$ cat src/rtl/pc_redirect_unit.sv
// pc_redirect_unit: fetch-side program counter owner.
// Converts a taken branch/jump resolved in EX into a PC redirect plus
// IF/ID and ID/EX squashes, and parks the redirect target while an
// instruction fetch is still outstanding.
// Optional feature macro: PC_MISALIGN_TRAP_EN (misaligned targets redirect
// to TRAP_VECTOR and pulse MISALIGN_TRAP); undefined by default.
module pc_redirect_unit #(
  parameter logic [31:0] RESET_VECTOR = 32'h0000_0000,
  parameter logic [31:0] TRAP_VECTOR  = 32'h0000_0100
) (
  input  logic        CLK,
  input  logic        RESET_N,
  input  logic        BJ_SIG,
  input  logic [31:0] TARGET_ADDR,
  input  logic        STALL,
  input  logic        IMEM_BUSYWAIT,
  output logic        IMEM_READ,
  output logic [31:0] PC,
  output logic [31:0] PC_PLUS_4,
  output logic        FLUSH_IF_ID,
  output logic        FLUSH_ID_EX,
  output logic        MISALIGN_TRAP
);

  localparam int unsigned XLEN = 32;

  typedef enum logic [1:0] {
    BOOT = 2'd0,
    RUN  = 2'd1,
    HOLD = 2'd2
  } state_e;

  state_e            state_q;
  logic [XLEN-1:0]   pc_q;
  logic [XLEN-1:0]   pending_q;
  logic              imem_read_q;
  logic              trap_q;

  logic              take_c;
  logic              redirect_c;
  logic [XLEN-1:0]   tgt_raw_c;
  logic [XLEN-1:0]   tgt_c;
  logic              trap_d;

  // Redirect decode: which source feeds the PC and which stages get squashed
  always_comb begin
    take_c     = 1'b0;
    redirect_c = 1'b0;
    tgt_raw_c  = TARGET_ADDR;
    if (state_q == RUN) begin
      take_c     = BJ_SIG & ~STALL;
      redirect_c = take_c & ~IMEM_BUSYWAIT;
    end else if (state_q == HOLD) begin
      tgt_raw_c  = pending_q;
      redirect_c = ~IMEM_BUSYWAIT;
    end
  end

`ifdef PC_MISALIGN_TRAP_EN
  logic misalign_c;

  // Misaligned targets divert to the trap vector and raise a one-cycle flag
  always_comb begin
    misalign_c = |tgt_raw_c[1:0];
    tgt_c      = misalign_c ? TRAP_VECTOR : tgt_raw_c;
    trap_d     = redirect_c & misalign_c;
  end
`else
  logic unused_tgt_c;
  assign unused_tgt_c = ^{TRAP_VECTOR, tgt_raw_c[1:0]};

  // Without the trap, the low two target bits are simply dropped
  always_comb begin
    tgt_c  = {tgt_raw_c[XLEN-1:2], 2'b00};
    trap_d = 1'b0;
  end
`endif

  // Control FSM plus PC, pending-target and trap-flag registers
  always_ff @(posedge CLK or negedge RESET_N) begin
    if (!RESET_N) begin
      state_q     <= BOOT;
      pc_q        <= RESET_VECTOR;
      pending_q   <= '0;
      imem_read_q <= 1'b0;
      trap_q      <= 1'b0;
    end else begin
      trap_q <= trap_d;
      case (state_q)
        BOOT: begin
          state_q     <= RUN;
          imem_read_q <= 1'b1;
        end
        RUN: begin
          if (take_c && !IMEM_BUSYWAIT) begin
            pc_q <= tgt_c;
          end else if (take_c) begin
            pending_q <= TARGET_ADDR;
            state_q   <= HOLD;
          end else if (!(STALL || IMEM_BUSYWAIT)) begin
            pc_q <= pc_q + XLEN'(4);
          end
        end
        HOLD: begin
          if (!IMEM_BUSYWAIT) begin
            pc_q    <= tgt_c;
            state_q <= RUN;
          end
        end
        default: begin
          state_q     <= BOOT;
          imem_read_q <= 1'b0;
        end
      endcase
    end
  end

  assign IMEM_READ     = imem_read_q;
  assign PC            = pc_q;
  assign PC_PLUS_4     = pc_q + XLEN'(4);
  assign FLUSH_IF_ID   = redirect_c;
  assign FLUSH_ID_EX   = take_c;
  assign MISALIGN_TRAP = trap_q;

endmodule

$ cat config.mk
export PLATFORM = sky130hd
export DESIGN_NAME = pc_redirect_unit
export DESIGN_NICKNAME = d
export VERILOG_FILES = /design/src/rtl/pc_redirect_unit.sv
export SDC_FILE = /design/constraint.sdc
export NUM_CORES = 1
export LEC_CHECK = 0
export ABC_AREA = 0
export CAP_MARGIN = 20
export CORE_AREA = 2 2 91 93
export CTS_CLUSTER_DIAMETER = 100
export DETAILED_ROUTE_END_ITERATION = 10
export DIE_AREA = 0 0 93 95
export HOLD_SLACK_MARGIN = 0.02
export PLACE_DENSITY = 0.84
export SLEW_MARGIN = 0
export SYNTH_ARGS = -nofsm -noshare
export SYNTH_HDL_FRONTEND = slang
export SYNTH_SLANG_ARGS = --single-unit
$ cat constraint.sdc
create_clock -name CLK -period 6.3 [get_ports CLK]
set_input_delay 1.26 -clock CLK [delete_from_list [all_inputs] [get_ports CLK]]
set_output_delay 1.26 -clock CLK [all_outputs]
set_load 0.02 [all_outputs]
==> flow_summary.yaml, run 1 <==
status:
  status: "complete, no violations"
synthesis:
  synth_edf_count: 0
  synthDistinctLibCells: 62
  ys_ff_latch: 63
  async_flop_share_pct: 100
  syn_area_per_cell_um2: 9.95
  synth_top_area_share_pct: 38.8
  synthesis.area_um2: 4070
  yosys.area.top_type: "dfrtp_1"
  netlist_top_cells_area: "dfrtp_1, mux2_2, mux2i_1"
  seq_area_frac_synth_pct: 38.8
  syn_inst: 409
  yosys_most_used_dff: "dfrtp_1"
  yosys_warnings: 0
setup_path:
  startpoint: "PC[4]$_DFFE_PN0P_"
  cp_slowest_stage_delay_ns: 0.82
  crit_chain: "nand3_1 > or4_1 > or3_4 > xnor2_1 > clkdlybuf4s50_1"
  r2r-end: "PC[9]$_DFFE_PN0P_"
  required_ns: 5.04
  r2r_setup_slack_ns: 2.76
  reg2regPathDepth: 6
  start_kind: "flop"
  cp_max_fo: 12
  rr_startpoint: "state_q[1]$_DFFE_PN0P_"
  critPathSlowestCell: "or4_1"
  criticalPathCategory: "reg -> out"
  crit_path_end_kind: "primary output"
  critPathArrivalTime_ns: 3.29
sta:
  max_freq_ghz: 0.220
  fin_tns_setup_ns: 0
  hold_violations: 0
  slew_violations: 0
  finalSetupViolCount: 0
  rsz0062_at_grt: "false"
  max_slew_margin_pct: 30.9
  layout_min_cycle_time_ns: 4.55
  period_share_pct: 72.1
  tightest_slew_ns: 1.04
  fin_skew_ns: 0.00884
die:
  die_width_um: 93
  initial_core_util_pct: 51.3
  pin_count: 105
  core_area_um2: 7930
  dieArea_um2: 8840
  die_h_um: 95
  rows: 33
final_layout:
  final_cell_mix: "clkdlybuf4s50_1, dfrtp_1, mux2_2, nand2_1, mux2i_1"
  area_delta_synth_final_pct: 29.4
  layout-drive-gt1-share_pct: 14.6
  diodes: 0
  fin_nets: 530
  layout_commonest_cell: "clkdlybuf4s50_1"
  final_util_pct: 66.4
detailed_routing:
  drt_iter0_markers: 448
  firstDrtPassIters: 5
  ant_nets: 0
  avgViaCountPerCell: 6.22
  num_vias: 3726
  wl_um: 11300
  route.detailed.drc: 0
  post_drt_wl_per_cell_um: 18.8
pwr:
  cellPowerDensity_nw_per_um2: 538
  total_power_w: 0.00283
  p_leak_nw: 2.08
  vdd_drop_max_mv: 0.398
clocking:
  clk_pin_slew_ns: 0.06
  cts_root_buffer: "clkbuf_8"
  cts_setup_buffers: 0
  tritoncts: "done"
  cts_buffers: 9
  ctsResizeCount: 0
  htreeDepth: 3
  clk_path_buf_depth: 2
  clk_latency_ns: 0.36
  clock_sinks: 63
  postCtsHoldBufs: 0
placement:
  gp_congestion: 0.859
  portBuffers: 97
  place_hpwl_um: 7690
hold_path:
  min_from: "pending_q[3]$_DFFE_PN0P_"
  min_to: "pending_q[3]$_DFFE_PN0P_"
  hold_path_depth: 1
  holdCritPathClass: "reg -> reg"
run:
  maxCapViolations: 0
global_routing:
  grt_overflow: 0
  grt_usage_pct: 26.7
  grt_pass1_wl_um: 18300
  grt_antenna_before_repair: 0
  grt_max_degree: 64
  grt_pass1_vias: 3647
[critical path, delay by kind of cell, from the launching register on]
kind	cells	cell delay, ns
AND/OR/NAND/NOR	3	1.71
buffers and inverters	1	0.61
flip-flops	1	0.47
XOR/XNOR	1	0.13
[flip-flops by register name, indices dropped and copies added (netlist names)]
name	cells
state_q	2
IMEM_READ	1
pending_q	30
PC	30
[synth_stat cells (2+ instances only)]
| master | count |
|---|---|
| a211oi_1 | 4 |
| a31o_2 | 2 |
| buf_4 | 5 |
| nor2b_1 | 3 |
| a22oi_1 | 6 |
| a22o_1 | 2 |
| mux2i_1 | 20 |
| nand2_1 | 20 |
| nor2_1 | 17 |
| nor3_1 | 12 |
| nand3_1 | 16 |
| xor2_1 | 11 |
| or2_2 | 2 |
| o211ai_1 | 5 |
| mux2_2 | 39 |
| nor4_1 | 7 |
| nand4_1 | 7 |
| buf_2 | 2 |
| or3_4 | 2 |
| or4_1 | 6 |
| clkbuf_1 | 25 |
| or3_1 | 3 |
| xnor2_1 | 17 |
| inv_1 | 8 |
| o22a_1 | 2 |
| a21oi_1 | 9 |
| o21ai_0 | 16 |
| clkbuf_2 | 2 |
| o221ai_1 | 2 |
| and4_1 | 5 |
| and2_1 | 2 |
| o31ai_1 | 4 |
| o21a_1 | 3 |
| o311ai_1 | 3 |
| o311ai_0 | 8 |
| and3_1 | 2 |
| o2bb2ai_1 | 6 |
| dfrtp_1 | 63 |
| buf_1 | 3 |
| a2bb2oi_1 | 12 |
| ha_1 | 4 |
| o22ai_1 | 2 |
[stage by stage]
step / worst slack, ns / std cells / hold WS [ns] / instance area (um^2)
floorplan: 2.72 / 413 / 0.471 / 4080
global placement: 1.99 / 579 / 0.478 / 5030
detailed placement: 1.90 / 581 / 0.488 / 5060
CTS: 1.50 / 597 / 0.504 / 5250
global route: 1.62 / 599 / 0.515 / 5260
finish: 1.75 / 599 / 0.503 / 5260
[where the power goes]
group / internal (W) / switching, W / total [W]
Sequential: 0.000594 / 0.000224 / 0.000819
Combinational: 0.000794 / 0.000865 / 0.00166
Clock: 0.000192 / 0.000160 / 0.000352
[cells by family (layout without fill, tap and decap cells)]
family	after synthesis	count (layout)	synth area share, %
AND/OR/NAND/NOR	110	110	15.3
AO/OA/AOI/OAI	97	97	17.7
flip-flops	63	63	38.8
multiplexers	59	59	15.7
buffers and inverters	47	128	5.11
XOR/XNOR	28	28	6.03
adder cells (fa/ha/maj)	4	4	1.23
other	1	5	0.0922
[how the worst max path moves through the flow]
| stage | to | cells after the start |
|---|---|---|
| 6_report | PC_PLUS_4[29] | 5 |
| 5_1_grt | PC_PLUS_4[29] | 5 |
| 2_1_floorplan | PC_PLUS_4[24] | 6 |
| 4_1_cts | PC_PLUS_4[27] | 5 |
| 3_3_place_gp | PC_PLUS_4[27] | 5 |
| 3_5_place_dp | PC_PLUS_4[27] | 5 |
[layout make-up]
type | instances | area, um^2
clock buffer | 12 | 145
clock inverter | 4 | 45.0
fill | 647 | 2670
inverter | 9 | 33.8
multi-input combinational | 303 | 2310
sequential | 63 | 1580
tap | 105 | 131
timing repair buffer | 103 | 1020
[layer usage]
layer | GRT usage [%] | vias to the layer above | wire (um)
met2 | 44.4 | 167 | 5570
met5 | 0 | - | 0
met3 | 5.99 | 24 | 804
met4 | 11.9 | 0 | 210
li1 | - | 1704 | -
met1 | 33.5 | 1831 | 4710
Power figures use the tool's default switching activity.
==> inputs of run 2 (changes only) <==
--- a/config.mk
+++ b/config.mk
@@ -7,12 +7,12 @@
 export LEC_CHECK = 0
 export ABC_AREA = 0
 export CAP_MARGIN = 20
-export CORE_AREA = 2 2 91 93
+export CORE_AREA = 2 2 94 96
 export CTS_CLUSTER_DIAMETER = 100
 export DETAILED_ROUTE_END_ITERATION = 10
-export DIE_AREA = 0 0 93 95
+export DIE_AREA = 0 0 96 98
 export HOLD_SLACK_MARGIN = 0.02
-export PLACE_DENSITY = 0.84
+export PLACE_DENSITY = 0.8
 export SLEW_MARGIN = 0
 export SYNTH_ARGS = -nofsm -noshare
 export SYNTH_HDL_FRONTEND = slang
==> constraint.sdc (replaced) <==
create_clock -name CLK -period 4.4 [get_ports CLK]
set_input_delay 0.88 -clock CLK [delete_from_list [all_inputs] [get_ports CLK]]
set_output_delay 0.88 -clock CLK [all_outputs]
set_load 0.02 [all_outputs]
==> run 2 against run 1 <==
Critical path depth increased by 1. Register-to-register slack got worse by 1.5 ns. Utilization decreased by 3.9 points. Die area increased by 6.5%. Worst hold slack improved by 0.0011 ns. Via count decreased by 0.46%. Clock power increased by 35%. First-iteration DRC count decreased by 15%. Final cell count increased by 1.3%. Global-route usage decreased by 1.9 points. Setup slack got worse by 1.4 ns. Largest cell class unchanged.
==> flow_summary.yaml, run 2 (same netlist as run 1, synthesis figures left out) <==
clocking:
  htreeDepth: 3
  cts_buffers: 9
  clk_latency_ns: 0.34
  clk_pin_slew_ns: 0.06
  ctsResizeCount: 0
  clk_path_buf_depth: 2
  cts_root_buffer: "clkbuf_8"
  cts_setup_buffers: 0
  clock_sinks: 63
  tritoncts: "done"
  postCtsHoldBufs: 0
global_routing:
  grt_antenna_before_repair: 0
  grt_usage_pct: 24.8
  grt_pass1_vias: 3603
  grt_pass1_wl_um: 18300
  grt_max_degree: 43
  grt_overflow: 0
sta:
  finalSetupViolCount: 0
  slew_violations: 0
  rsz0062_at_grt: "false"
  period_share_pct: 93.0
  fin_skew_ns: 0.00840
  fin_tns_setup_ns: 0
  max_freq_ghz: 0.244
  hold_ws_ns: 0.504
  tightest_slew_ns: 1.08
  hold_violations: 0
  layout_min_cycle_time_ns: 4.09
  max_slew_margin_pct: 28.1
detailed_routing:
  num_vias: 3709
  ant_nets: 0
  route.detailed.drc: 0
  wl_um: 11100
  post_drt_wl_per_cell_um: 18.4
  drt_iter0_markers: 382
  avgViaCountPerCell: 6.11
  firstDrtPassIters: 6
final_layout:
  area_delta_synth_final_pct: 30.1
  final_util_pct: 62.5
  final_cell_mix: "clkdlybuf4s50_1, dfrtp_1, mux2_2, nand2_1, mux2i_1"
  layout_commonest_cell: "clkdlybuf4s50_1"
  fill_cells: 716
  fin_nets: 536
  layout-drive-gt1-share_pct: 15.6
  diodes: 0
die:
  rows: 34
  dieArea_um2: 9410
  initial_core_util_pct: 48.0
  pin_count: 105
  die_h_um: 98
  die_width_um: 96
  core_area_um2: 8470
setup_path:
  r2r_setup_slack_ns: 1.27
  critPathArrivalTime_ns: 3.21
  criticalPathCategory: "reg -> out"
  crit_chain: "ha_1 > nand4_1 > or4_1 > or3_1 > xnor2_1 > clkdlybuf4s50_1"
  cp_max_fo: 8
  cp_slowest_stage_delay_ns: 0.67
  required_ns: 3.52
  critPathSlowestCell: "or4_1"
  start_kind: "flop"
  crit_path_end_kind: "primary output"
hold_path:
  holdCritPathClass: "reg -> reg"
placement:
  place_hpwl_um: 7900
  portBuffers: 97
  gp_congestion: 0.840
status:
  status: "complete, no violations"
pwr:
  vdd_drop_max_mv: 0.351
  total_power_w: 0.00402
  cellPowerDensity_nw_per_um2: 761
  p_leak_nw: 2.10
run:
  maxCapViolations: 0
## run 2: changes by cell type in the layout (fill, tap and decap cells not counted)
cell and delta:
clkbuf_1 -1, clkbuf_8 -1, buf_4 +9, buf_8 -1, clkinv_2 +1, buf_2 -1, buf_6 -1
## run 2: metrics by stage
step	instances	setup slack [ns]	cell area (um^2)
floorplan	413	1.20	4080
global placement	591	0.737	5100
detailed placement	591	0.674	5100
CTS	606	0.318	5280
global route	607	0.191	5290
finish	607	0.308	5290
## run 2: final cells by class
type	count	area (um^2)	share of cell area, %
inverters	9	33.8	0.639
flip-flops and latches	63	1580	29.8
well taps	108	135	2.55
clock inverters	5	50.0	0.946
repair buffers	109	1060	20.0
clock buffers	10	128	2.41
multi-input cells	303	2310	43.7
## run 2: critical path, delay by kind of cell (launching register included)
family | cells | cell delay [ns]
XOR/XNOR | 1 | 0.15
adder cells (fa/ha/maj) | 1 | 0.27
buffers and inverters | 1 | 0.62
flip-flops | 1 | 0.39
AND/OR/NAND/NOR | 3 | 1.43
## run 2: where the power goes
group	total (W)	switching, W	leakage, nW	internal, W
combinational	0.00238	0.00124	1.27	0.00114
sequential	0.00117	0.000322	0.732	0.000851
clock	0.000476	0.000222	0.0957	0.000255
total	0.00402	0.00178	2.10	0.00225
## run 2: final timing paths
path | from | end | cells past startpoint
max | PC[2]$_DFFE_PN0P_ | PC_PLUS_4[26] | 6
min | pending_q[6]$_DFFE_PN0P_ | pending_q[6]$_DFFE_PN0P_ | 1
max reg2reg | state_q[1]$_DFFE_PN0P_ | PC[8]$_DFFE_PN0P_ | 7
min reg2reg | pending_q[6]$_DFFE_PN0P_ | pending_q[6]$_DFFE_PN0P_ | 1
max in group asynchronous | RESET_N | PC[15]$_DFFE_PN0P_ | 2
min in group asynchronous | RESET_N | pending_q[23]$_DFFE_PN0P_ | 1
## run 2: layer usage
layer | track usage [%] | up-vias | part of all wire, %
li1 | - | 1717 | -
met1 | 34.6 | 1777 | 42
met2 | 39.0 | 193 | 48
met3 | 3.40 | 22 | 7.6
met4 | 9.34 | 0 | 2.3
met5 | 0 | - | 0
